--- src/rtl/rs_issue_scheduler.sv ---
// ---------------------------------------------------------------------------
// rs_issue_scheduler
//
// Select stage of the reservation station. Every cycle it picks at most one
// ready entry for each functional-unit class, scanning from a per-class
// rotating pointer. It keeps no more than ISSUE_W of those picks, giving
// lower class indices priority. The kept picks go back to the RS at once as
// a clear mask. A registered issue packet goes to the FUs on the next cycle.
//
// Ports:
//   clock        sole clock, all state updates on posedge
//   reset        synchronous, active-high
//   flush        mispredict squash, same effect on state as reset
//   entry_valid  [RS_SZ]        entry occupied
//   entry_ready  [RS_SZ]        all source operands available
//   entry_fu     [RS_SZ*FU_W]   FU class of each entry (entry e at e*FU_W)
//   fu_avail     [NUM_FU]       class f can accept an op at the next edge
//   entry_clear  [RS_SZ]        combinational mask of entries granted now
//   issue_valid  [NUM_FU]       registered, class f has an op this cycle
//   issue_idx    [NUM_FU*IDX_W] registered RS index for class f
//   issue_count  [clog2(ISSUE_W+1)] registered popcount of issue_valid
// ---------------------------------------------------------------------------
module rs_issue_scheduler #(
  parameter int RS_SZ   = 16,
  parameter int NUM_FU  = 4,
  parameter int ISSUE_W = 2,
  parameter int IDX_W   = $clog2(RS_SZ),
  parameter int FU_W    = (NUM_FU > 1) ? $clog2(NUM_FU) : 1
) (
  input  logic                          clock,
  input  logic                          reset,
  input  logic                          flush,
  input  logic [RS_SZ-1:0]              entry_valid,
  input  logic [RS_SZ-1:0]              entry_ready,
  input  logic [RS_SZ*FU_W-1:0]         entry_fu,
  input  logic [NUM_FU-1:0]             fu_avail,
  output logic [RS_SZ-1:0]              entry_clear,
  output logic [NUM_FU-1:0]             issue_valid,
  output logic [NUM_FU*IDX_W-1:0]       issue_idx,
  output logic [$clog2(ISSUE_W+1)-1:0]  issue_count
);

  localparam int CNT_W = $clog2(ISSUE_W + 1);
  localparam logic [IDX_W-1:0] LAST_IDX = IDX_W'(RS_SZ - 1);

  // Rotating start position of the scan for each class.
  logic [IDX_W-1:0] ptr [NUM_FU];

  // Per-class candidate vectors, tentative grants and the capped grants.
  logic [RS_SZ-1:0]  cand [NUM_FU];
  logic [NUM_FU-1:0] tent_valid;
  logic [IDX_W-1:0]  tent_idx [NUM_FU];
  logic [NUM_FU-1:0] kept;
  logic [CNT_W-1:0]  kept_count;
  logic              squash;

  assign squash = reset | flush;

  // Add an offset to a base index and wrap it modulo RS_SZ. RS_SZ need not
  // be a power of two, so the wrap is an explicit subtraction. It is not a
  // bit truncation. base is always below RS_SZ and offs below RS_SZ, so a
  // single subtraction is enough.
  function automatic logic [IDX_W-1:0] wrap_idx(input logic [IDX_W-1:0] base,
                                                input int offs);
    int sum;
    sum = int'(base) + offs;
    if (sum >= RS_SZ) begin
      sum = sum - RS_SZ;
    end
    return IDX_W'(sum);
  endfunction

  // An entry is a candidate for class f when it is occupied, ready, and
  // tagged with class f. Each entry carries a single class tag, so it can
  // show up in only one class vector. That guarantees an entry is never
  // granted twice in the same cycle.
  always_comb begin
    for (int f = 0; f < NUM_FU; f++) begin
      cand[f] = '0;
      for (int e = 0; e < RS_SZ; e++) begin
        cand[f][e] = entry_valid[e] & entry_ready[e] &
                     (entry_fu[e*FU_W +: FU_W] == FU_W'(f));
      end
    end
  end

  // Per-class rotating-priority pick. The scan starts at ptr[f] and wraps
  // from RS_SZ-1 back to 0. The first candidate found wins. A class whose
  // FU cannot accept an op produces no tentative grant at all.
  always_comb begin
    tent_valid = '0;
    for (int f = 0; f < NUM_FU; f++) begin
      tent_idx[f] = '0;
    end
    for (int f = 0; f < NUM_FU; f++) begin
      if (fu_avail[f]) begin
        for (int k = 0; k < RS_SZ; k++) begin
          if (!tent_valid[f] && cand[f][wrap_idx(ptr[f], k)]) begin
            tent_valid[f] = 1'b1;
            tent_idx[f]   = wrap_idx(ptr[f], k);
          end
        end
      end
    end
  end

  // Width cap. Tentative grants are kept in ascending class order until
  // ISSUE_W of them have been taken. Dropped classes behave as though they
  // got nothing this cycle, so they do not advance their pointers.
  always_comb begin
    kept       = '0;
    kept_count = '0;
    for (int f = 0; f < NUM_FU; f++) begin
      if (tent_valid[f] && (kept_count < CNT_W'(ISSUE_W))) begin
        kept[f]    = 1'b1;
        kept_count = kept_count + 1'b1;
      end
    end
  end

  // Clear mask back to the RS. While reset or flush is asserted no entry
  // may be freed, because the matching issue would be squashed at the edge
  // and the op would be lost.
  always_comb begin
    entry_clear = '0;
    if (!squash) begin
      for (int f = 0; f < NUM_FU; f++) begin
        if (kept[f]) begin
          entry_clear[tent_idx[f]] = 1'b1;
        end
      end
    end
  end

  // State update. A kept grant moves its class pointer one past the granted
  // entry, wrapping at RS_SZ-1, and loads the issue packet. Classes without
  // a kept grant drop issue_valid. They keep their pointer and last index.
  // Reset and flush both return everything to zero. Reset takes priority,
  // but both have the same effect.
  always_ff @(posedge clock) begin
    if (reset || flush) begin
      for (int f = 0; f < NUM_FU; f++) begin
        ptr[f] <= '0;
      end
      issue_valid <= '0;
      issue_idx   <= '0;
      issue_count <= '0;
    end else begin
      for (int f = 0; f < NUM_FU; f++) begin
        if (kept[f]) begin
          ptr[f] <= (tent_idx[f] == LAST_IDX) ? '0 : tent_idx[f] + IDX_W'(1);
          issue_valid[f] <= 1'b1;
          issue_idx[f*IDX_W +: IDX_W] <= tent_idx[f];
        end else begin
          issue_valid[f] <= 1'b0;
        end
      end
      issue_count <= kept_count;
    end
  end

endmodule

--- config.mk ---
export PLATFORM = sky130hd
export DESIGN_NAME = rs_issue_scheduler
export DESIGN_NICKNAME = d
export VERILOG_FILES = /design/src/rtl/rs_issue_scheduler.sv
export SDC_FILE = /design/constraint.sdc
export NUM_CORES = 1
export LEC_CHECK = 0
export BUFFER_PORTS_ARGS = -buffer_cell sky130_fd_sc_hd__buf_2
export CELL_PAD_IN_SITES_DETAIL_PLACEMENT = 1
export CELL_PAD_IN_SITES_GLOBAL_PLACEMENT = 1
export CORE_MARGIN = 3
export CORE_UTILIZATION = 38
export CTS_CLUSTER_DIAMETER = 50
export DETAILED_ROUTE_END_ITERATION = 8
export GPL_ROUTABILITY_DRIVEN = 1
export PLACE_DENSITY = 0.7
export SETUP_SLACK_MARGIN = 0.3
export SLEW_MARGIN = 40
export SYNTH_ARGS = -nofsm -noshare
export SYNTH_HDL_FRONTEND = slang
export SYNTH_SLANG_ARGS = --single-unit
--- constraint.sdc ---
create_clock -name clock -period 7.01 [get_ports clock]
set_input_delay 0.3505 -clock clock [delete_from_list [all_inputs] [get_ports clock]]
set_output_delay 0.3505 -clock clock [all_outputs]
set_load 0.05 [all_outputs]
==> impl_metrics.tcl <==
set metrics [dict create \
    fin_util 0.433 \
    grt_start_max_net_pins 39 \
    cts_max_path_buffers 2 \
    antenna_found_initial 9 \
    p_leak_nw 5.32 \
    drv_slew 0 \
    cts.clk_slew.worst_paths_ns 0.07 \
    cts_tree "built" \
    use_met2 0.510 \
    min_to "issue_count[1]$_SDFF_PN0_" \
    finalWeightedCongestion 1.00 \
    grt_util_met1 0.432 \
    regToRegSetupSlack_ns 1.39 \
    grt_setup_unrepaired "false" \
    r2r-start "ptr[0][1]$_SDFFCE_PP0P_" \
    synth_xor_area_frac 0.0374 \
    syn_nets 1656 \
    hold_viol 0 \
    clock_latency_ns 0.30 \
    ys_types 104 \
    p_per_area_nw_per_um2 557 \
    max_freq_mhz 157 \
    cts_buffers 5 \
    cp.required_ns 6.66 \
    busiest_layer "met2" \
    yosys.area_share.simple 0.314 \
    cts_hold_buffers 0 \
    setup_violations 0 \
    synthCells 1539 \
    num_io_pins 109 \
    avgSynthCellArea_um2 8.36 \
    core-area_um2 32900 \
    max_slew_margin 0.378 \
    cts_root_buffer "clkbuf_16" \
    grt_pass1_wl_um 89400 \
    syn-cell-area_um2 12900 \
    tightest_slew_ns 0.925 \
    nNetsFinal 1753 \
    r2r_cells 18 \
    fp.dieH_um 190 \
    synthAdderAreaFrac 0.0447 \
    area_growth_pct 11.0 \
    synth-compound-area-share 0.250 \
    cts.repair.resized 0 \
    synth_seq_cells 38 \
    final.period_utilization 0.907 \
    reg2reg_to "ptr[0][1]$_SDFFCE_PP0P_" \
    htreeDepth 2 \
    drtIter0Drc 1686 \
    use_met3 0.0591 \
    worstSetupEndpointType "output pin" \
    yosysSeqAreaShare 0.0716 \
    vias_per_cell 7.23 \
    wl_um 58800 \
    postCtsSetupBuffers 0 \
    peakVddDrop_mv 0.357 \
    cp_max_fo 11 \
    layout-drive-gt1-share 0.219 \
    rows 66 \
    cp_data_arrival_time_ns 6.01 \
    cts_sinks 38 \
    cap_violations 0 \
    hold_path_depth 3 \
    dpl.hpwl_um 47500 \
    synth-edff-count 16 \
    via_count 15100 \
    placed_area_um2 14000 \
    drc 0 \
    skew_ns 0.0150 \
    grt_remaining_overflow 0 \
    synth.mux.area_fraction 0.245 \
    io_buffers 108 \
    ant_nets 0 \
    firstDrtPassIters 5 \
    grt_pass1_vias 14600 \
    hold_start "fu_avail[2]" \
    synth_warnings 0 \
    final_cell_area_um2 14300 \
    hp-class "primary input to register" \
    worst-setup-path-type "register to output pin" \
    critPathLaunchType "register" \
    die_area_um2 36100 \
    wl_per_cell_um 28.3 \
    async_flop_share 0 \
    fill_cells 4013 \
    fin_setup_tns_ns 0 \
    status "finished, final reports clean" \
    start_util 0.391 \
    grt_util_all_layers 0.313 \
    synth_top_family_by_area "simple AND/OR/NAND/NOR gates" \
    synthFlopType "dfxtp_1" \
    period_minus_slack_ns 6.36 \
    die_x_um 190 \
]
[cells in the mapped netlist, drive strengths merged (25+ instances only)]
| master | n | area [um^2] |
|---|---|---|
| ha | 46 | 576 |
| and2 | 29 | 181 |
| xnor2 | 33 | 289 |
| a22oi | 25 | 188 |
| a31oi | 27 | 169 |
| and4b | 34 | 340 |
| inv | 46 | 173 |
| nor3 | 43 | 226 |
| clkbuf | 36 | 135 |
| nor2 | 118 | 443 |
| mux2i | 42 | 420 |
| a21oi | 66 | 342 |
| o22ai | 34 | 213 |
| nand4 | 40 | 250 |
| nand4b | 36 | 315 |
| nand3 | 56 | 285 |
| nand2 | 140 | 526 |
| a211oi | 26 | 205 |
| o21ai | 67 | 350 |
| buf | 29 | 163 |
| mux4 | 114 | 2590 |
[state kept, by name (all words and copies together), names as in the netlist]
signal and flops:
issue_idx 16, issue_count 2, issue_valid 4, ptr 16
[worst max path at each step]
stage,end,startpoint
floorplan,entry_clear[12],ptr[0][1]$_SDFFCE_PP0P_
global placement,entry_clear[7],ptr[3][1]$_SDFFCE_PP0P_
detailed placement,entry_clear[9],ptr[1][2]$_SDFFCE_PP0P_
CTS,entry_clear[9],ptr[1][2]$_SDFFCE_PP0P_
global route,entry_clear[13],ptr[0][1]$_SDFFCE_PP0P_
finish,entry_clear[15],ptr[0][1]$_SDFFCE_PP0P_
[final cells by class]
class	instances	area (um^2)	share of cell area
repair buffers	155	901	0.0631
multi-input cells	1387	11500	0.808
inverters	49	184	0.0129
clock buffers	6	150	0.0105
clock inverters	2	33.8	0.00237
flip-flops and latches	38	921	0.0645
diodes	2	5.00	0.000351
well taps	442	553	0.0387
[kinds of logic after synthesis]
kind of cell	after synthesis
xor gates and xnor gates	55
adders and majority gates	46
and+or+nand+nor	675
AOI/OAI and AO/OA	442
DFF	38
muxes	169
buffers and inverters	114
[placed cells by master, fill, tap and decap left out, types with 21 or more instances in the layout]
cell | Yosys | layout
dfxtp_1 | 22 | 22
a211oi_1 | 24 | 22
mux4_2 | 109 | 109
buf_4 | 5 | 45
mux2i_1 | 42 | 41
nor2_1 | 118 | 117
and2_1 | 29 | 29
o22ai_1 | 34 | 34
a31oi_1 | 27 | 27
a21oi_1 | 65 | 65
xnor2_1 | 33 | 30
a22oi_1 | 25 | 25
buf_2 | 16 | 108
xor2_1 | 22 | 21
inv_1 | 40 | 40
o21ai_0 | 63 | 63
and4b_1 | 34 | 34
nand3_1 | 55 | 55
nand4_1 | 40 | 40
nand4b_1 | 36 | 36
nor3_1 | 42 | 42
ha_1 | 46 | 44
nand2_1 | 140 | 140
[worst max-delay path, stage by stage, from the launching register on]
cell	delay [ns]
edfxtp_1	0.42
clkinv_1	0.07
buf_4	0.21
ha_1	0.34
and2_1	0.25
a22oi_1	0.33
a211oi_1	0.17
nor4_2	0.72
nand2_1	0.28
nor3_1	0.57
o211ai_1	0.18
o21ai_0	0.19
a211o_1	0.31
nand2_1	0.16
inv_1	0.14
ha_1	0.23
nand2_1	0.10
or3b_1	0.45
a41oi_1	0.26
buf_2	0.31
[metal layers]
layer / wire [um] / share of wire
met1: 24300 / 0.41
met2: 27000 / 0.46
met3: 5830 / 0.099
met4: 1590 / 0.027
met5: 75 / 0.0013
[power breakdown]
part | total, W | internal (W) | switching (W)
clock network | 0.000298 | 0.000189 | 0.000109
registers | 0.000414 | 0.000321 | 0.0000922
logic | 0.00724 | 0.00255 | 0.00469
[through the flow]
stage / setup slack, ns / std cells / total power (W) / hold slack, ns
floorplan: 1.18 / 1539 / 0.00541 / 0.498
detailed placement: 0.884 / 2064 / 0.00741 / 0.452
global placement: 0.962 / 2063 / 0.00733 / 0.450
global route: 0.353 / 2081 / 0.00848 / 0.440
CTS: 0.511 / 2072 / 0.00775 / 0.429
finish: 0.654 / 2081 / 0.00795 / 0.429
No activity file was read; power rests on OpenSTA's default activity.
